## src/rtl/rr_grant_sequencer8.sv

```systemverilog
// rr_grant_sequencer8
//   Round-robin arbiter that lets 8 requesters share one 8-way select
//   resource. It picks one owner, holds the grant until the owner drops its
//   request or the hold limit expires, then rotates priority past that owner.
//   Every release is followed by one idle bubble cycle before re-arbitration.
//
// Ports
//   clk        rising-edge clock
//   rst        synchronous reset, active-high
//   req[7:0]   level requests, bit i = requester i
//   gnt[7:0]   registered one-hot grant, zero when there is no owner
//   gnt_idx    binary owner index; holds its last value while idle
//   gnt_valid  high while a grant is active
//   timeout    one-cycle pulse on the cycle a grant is force-released
module rr_grant_sequencer8 #(
  parameter int MAX_HOLD = 16,  // max grant cycles per owner, 0 = unlimited
  parameter int CNT_W    = 5    // 2**CNT_W must exceed MAX_HOLD
) (
  input  logic       clk,
  input  logic       rst,
  input  logic [7:0] req,
  output logic [7:0] gnt,
  output logic [2:0] gnt_idx,
  output logic       gnt_valid,
  output logic       timeout
);

  typedef enum logic {IDLE, GRANT} state_t;

  localparam logic [CNT_W-1:0] LIMIT = CNT_W'(MAX_HOLD - 1);
  localparam logic             HAS_LIMIT = (MAX_HOLD != 0);

  state_t           state_q, state_d;
  logic [2:0]       ptr_q, ptr_d;
  logic [2:0]       idx_q, idx_d;
  logic [CNT_W-1:0] hold_q, hold_d;
  logic [7:0]       gnt_q, gnt_d;
  logic             to_q, to_d;

  // First set request scanning ptr, ptr+1, ... with natural 3-bit wrap.
  logic       found;
  logic [2:0] sel;
  always_comb begin
    found = 1'b0;
    sel   = 3'd0;
    for (int i = 0; i < 8; i++) begin
      if (!found && req[ptr_q + 3'(i)]) begin
        found = 1'b1;
        sel   = ptr_q + 3'(i);
      end
    end
  end

  logic owner_req, at_limit;
  assign owner_req = req[idx_q];
  assign at_limit  = HAS_LIMIT && (hold_q == LIMIT);

  always_comb begin
    state_d = state_q;
    ptr_d   = ptr_q;
    idx_d   = idx_q;
    hold_d  = hold_q;
    gnt_d   = gnt_q;
    to_d    = 1'b0;
    case (state_q)
      IDLE: begin
        gnt_d = 8'h00;
        if (found) begin
          state_d = GRANT;
          idx_d   = sel;
          gnt_d   = 8'h01 << sel;
          hold_d  = '0;
        end
      end
      GRANT: begin
        if (!owner_req || at_limit) begin
          state_d = IDLE;
          gnt_d   = 8'h00;
          ptr_d   = idx_q + 3'd1;
          hold_d  = '0;
          // A requester that drops on the limit cycle is a normal release.
          to_d    = at_limit && owner_req;
        end else if (HAS_LIMIT) begin
          hold_d  = hold_q + 1'b1;
        end
      end
      default: state_d = IDLE;
    endcase
  end

  always_ff @(posedge clk) begin
    if (rst) begin
      state_q <= IDLE;
      ptr_q   <= 3'd0;
      idx_q   <= 3'd0;
      hold_q  <= '0;
      gnt_q   <= 8'h00;
      to_q    <= 1'b0;
    end else begin
      state_q <= state_d;
      ptr_q   <= ptr_d;
      idx_q   <= idx_d;
      hold_q  <= hold_d;
      gnt_q   <= gnt_d;
      to_q    <= to_d;
    end
  end

  assign gnt       = gnt_q;
  assign gnt_idx   = idx_q;
  assign gnt_valid = (state_q == GRANT);
  assign timeout   = to_q;

endmodule
```

## config.mk

```make
export PLATFORM = sky130hd
export DESIGN_NAME = rr_grant_sequencer8
export DESIGN_NICKNAME = d
export VERILOG_FILES = /design/src/rtl/rr_grant_sequencer8.sv
export SDC_FILE = /design/constraint.sdc
export NUM_CORES = 1
export LEC_CHECK = 0
export CORE_UTILIZATION = 52
export CTS_CLUSTER_SIZE = 12
export DETAILED_ROUTE_END_ITERATION = 8
export GPL_TIMING_DRIVEN = 1
export HOLD_SLACK_MARGIN = 0.02
export MAX_ROUTING_LAYER = met4
export PLACE_DENSITY = 0.77
export SLEW_MARGIN = 20
export SYNTH_ARGS = -nofsm -noshare
export SYNTH_HDL_FRONTEND = slang
export SYNTH_SLANG_ARGS = --single-unit
```

## constraint.sdc

```tcl
create_clock -name clk -period 3.2 [get_ports clk]
set_input_delay 0.48 -clock clk [delete_from_list [all_inputs] [get_ports clk]]
set_output_delay 0.48 -clock clk [all_outputs]
set_load 0.1 [all_outputs]
```

==> results by stage <==
Setup path:
- The endpoint required time on the critical path is roughly 3400 ps.
- The highest fanout seen on the critical path is 13.
- The path type of the worst setup path is register to register.
- Counting both buffers and inverters, the worst setup path holds a total of 1.
- The worst setup path is launched from a register.
- The top cell family by delay on the critical path is compound AO/OA/AOI/OAI gates.
- Walking the worst path, the cells encountered are inv_2 -> ha_4 -> mux2_1 -> mux4_2 -> or4_4 -> o211ai_4 -> a22oi_2 -> o211a_4 -> o31ai_1.
- At the worst endpoint, the arrival time is ~3300 ps.
- The slowest stage of the critical path belongs to the cell sky130_fd_sc_hd__mux4_2.
- The worst setup path is captured at a register.
- The critical path's largest stage delay is between 400 and 500 ps.

Detailed routing:
- In the routed layout, each cell is associated on average with a via count of just over 6.
- The wire length reported by the detailed router is around 5600 um.
- The detailed-router iteration count before antenna repair is 4.
- The number of DRC markers in iteration 0 is 78.
- The number of nets still failing antenna checks after routing is 0.
- The wire length per cell after detailed routing is between 15 and 20 um.
- The post-detailed-route DRC marker count is 0.
- The number of vias after detailed routing is approximately 1900.

Yosys:
- Synthesis inferred 21 register bits.
- For this run, the leading register cell type out of synthesis is sky130_fd_sc_hd__dfxtp_1.
- By area the synthesized netlist is led by sky130_fd_sc_hd__dfxtp_1, sky130_fd_sc_hd__mux4_2, sky130_fd_sc_hd__mux2i_1.
- The number of distinct library cells after synthesis is 70.
- The instance count of the mapped netlist is approximately 220.
- The number of enable flip-flop cells after synthesis is 0.
- The mean instance size in the synthesized netlist is 9.98 um^2.
- The cell type with the highest aggregate area in the netlist is sky130_fd_sc_hd__dfxtp_1.
- The post-synthesis async set-or-reset flop share is 0.
- The cell area that synthesis handed to floorplanning was 2160 um^2.
- The share of Yosys cell area claimed by the top area cell type is 0.194.
- Counting every net in the synthesized netlist gives around 230.
- The sequential share of the synthesized area is 0.194.
- The number of synthesis warnings is 0.

Timing:
- For the pin with the worst max-slew slack, the measured transition is roughly 970 ps.
- The number of setup violations in the final report is 0.
- The post-route setup TNS is 0 ps.
- The maximum clock rate is 0.321 GHz.
- Headroom to the max-slew limit came out at 0.349.
- The post-route clock period utilization is 0.973.
- The final-report max-slew violation count is 0.
- The final count of hold timing violations is 0.
- Subtracting the final worst setup slack from the clock period gives 3110 ps.
- Between clock sinks in the finished design, the worst skew comes to 3.98 ps.
- Setup repair after global routing could not meet its margin everywhere.

Run status:
- The flow ran to the end, and the final reports show no timing, DRC or antenna violations.

Floorplan:
- In this run the horizontal extent of the chip is around 67 um.
- The die covers about 4400 um^2.
- Measured along the y axis, the die boundary spans 66.5 um.
- In this run the count of I/O pins placed on the die edge is 23.
- The initial utilization of the core area, before any placement, comes to 0.541.
- The number of placement rows is 23.
- The total area inside the core boundary comes to 4000 um^2.

Cells and area:
- The sequential cells in the finished layout cover a total of between 400 and 500 um^2.
- The area growth from synthesis to layout is 24.7%.
- The net count of the finished layout is about 280.
- The final-layout fill cell count is 339.
- The most frequent standard cell in the layout excluding fill and tap cells is sky130_fd_sc_hd__buf_4.
- The core utilization of the finished layout is 0.675.
- Of the cells placed in the final design, the portion with a size suffix greater than 1 is 0.366.
- The count of inserted antenna diode cells is 0.
- The combined area of the multi-input logic cells is approximately 1700 um^2.
- In the layout the commonest cells are sky130_fd_sc_hd__buf_4, sky130_fd_sc_hd__nor2_1, sky130_fd_sc_hd__dfxtp_1, sky130_fd_sc_hd__clkdlybuf4s50_1, sky130_fd_sc_hd__mux4_2.

Clock network:
- The total CTS buffers is 3.
- TritonCTS built the clock tree.
- The clock-pin slew of the registers on the worst-case setup and hold paths is 80 ps.
- The tree is rooted in a sky130_fd_sc_hd__clkbuf_8.
- The clock passes through at most 2 buffers.
- The TritonCTS sink count is 21.
- At the later pin of the worst-skew pair, clock insertion delay measures 260 ps.
- The H-tree depth is 1.

GRT:
- The global-route total usage across every layer is 0.271.
- The total congestion overflow after global routing is 0.
- The wire length of the first global-routing pass is 8660 um.
- The via count of the first global-routing pass is 1765.
- The number of antenna violations at the first check in global routing is 0.
- Entering global routing, the biggest net connects 32 pins.

Pwr:
- The cell area power density is between 800 and 900 nW/um^2.
- Summed over all cells, the static leakage comes to between 1 and 1.5 nW.
- IR analysis of the VDD net gives a maximum drop of between 0.0003 and 0.0004 V.

Place:
- Input and output buffers added on the ports amount to 22.
- After legalization and detailed placement, the total HPWL measured between 4000 and 5000 um.
- The weighted congestion reported at the end of routability-driven placement is between 0.9 and 1.

Run:
- Across the run, the number of max-cap violations was 0.

Worst hold path:
- The worst hold path belongs to the class register to register.
==> path summary, 6_finish.rpt <==
check / cells after the start / slack [ps] / start / end
max: 9 / 90 / ptr_q[0] / gnt[3]
min: 2 / 460 / gnt[5] / gnt[5]
max reg2reg: 9 / 90 / ptr_q[0] / gnt[3]
min reg2reg: 2 / 460 / gnt[5] / gnt[5]
==> worst reg2reg max path, delay by kind of cell (launching register included) <==
family                     cells  cell delay (ps)
AOI/OAI and AO/OA              4              880
muxes                          2              850
and+or+nand+nor                1              470
DFF                            1              370
adders and majority gates      1              370
buffers and inverters          1               70
==> timing repair <==
action | 4_1_cts | 5_1_grt
setup buffers | 0 | 3
hold endpoints to repair | 0 | 0
endpoints found under the setup margin | 0 | 8
hold buffers | 0 | 0
resized for setup | 0 | 6
==> kinds of logic after synthesis <==
family | Yosys count | share of synthesized area
flops | 21 | 0.194
simple gates | 82 | 0.217
xor+xnor | 5 | 0.0202
compound gates | 47 | 0.198
mux | 37 | 0.286
fa+ha+maj | 5 | 0.0289
buf+inv | 20 | 0.0549
==> area by class of cell <==
type | instances | area share
Multi-Input combinational cell | 176 | 0.617
Timing Repair Buffer | 58 | 0.178
Clock buffer | 3 | 0.0153
Sequential cell | 21 | 0.156
Clock inverter | 1 | 0.00185
Tap cell | 50 | 0.0232
Inverter | 6 | 0.00834
==> state kept, by name, summed over array words and instances (netlist names) <==
signal	cells
gnt	8
gnt_idx	3
gnt_valid	1
hold_q	5
ptr_q	3
timeout	1
==> metal layers <==
metal	vias to the layer above	GRT usage	wire length [um]
li1	935	-	-
met1	936	0.344	2430
met2	52	0.459	2880
met3	9	0.0291	177
met4	0	0.0691	76
met5	-	-	0
==> power breakdown <==
| part | internal, W | leakage, nW | switching [W] |
|---|---|---|---|
| Sequential | 0.000311 | 0.171 | 0.0000654 |
| Combinational | 0.000712 | 0.811 | 0.000953 |
| Clock | 0.0000868 | 0.0255 | 0.0000860 |
==> synth_stat cells, drive strengths merged (3+ instances only) <==
master   n
a211oi   3
o31ai    9
buf      7
and3     3
a31oi    3
a21oi    7
nand2b   3
o21ai    3
mux4    17
nand2   13
o211ai   3
nor2    23
inv      6
xor2     3
nor3     5
nor3b    6
dfxtp   21
mux2i   12
nand3    6
or2      5
ha       5
mux2     8
clkbuf   7
==> through the flow <==
stage | cell area, um^2 | hold slack (ps) | total power (W) | setup slack [ps] | instances
2_1_floorplan | 2180 | 451 | 0.00155 | 5.56 | 217
3_3_place_gp | 2600 | 436 | 0.00193 | -65.5 | 308
3_5_place_dp | 2600 | 441 | 0.00196 | -174 | 308
4_1_cts | 2650 | 459 | 0.00213 | 79.0 | 312
5_1_grt | 2700 | 484 | 0.00234 | -50.8 | 315
6_report | 2700 | 456 | 0.00221 | 86.2 | 315
(Power assumes the default switching activity.)
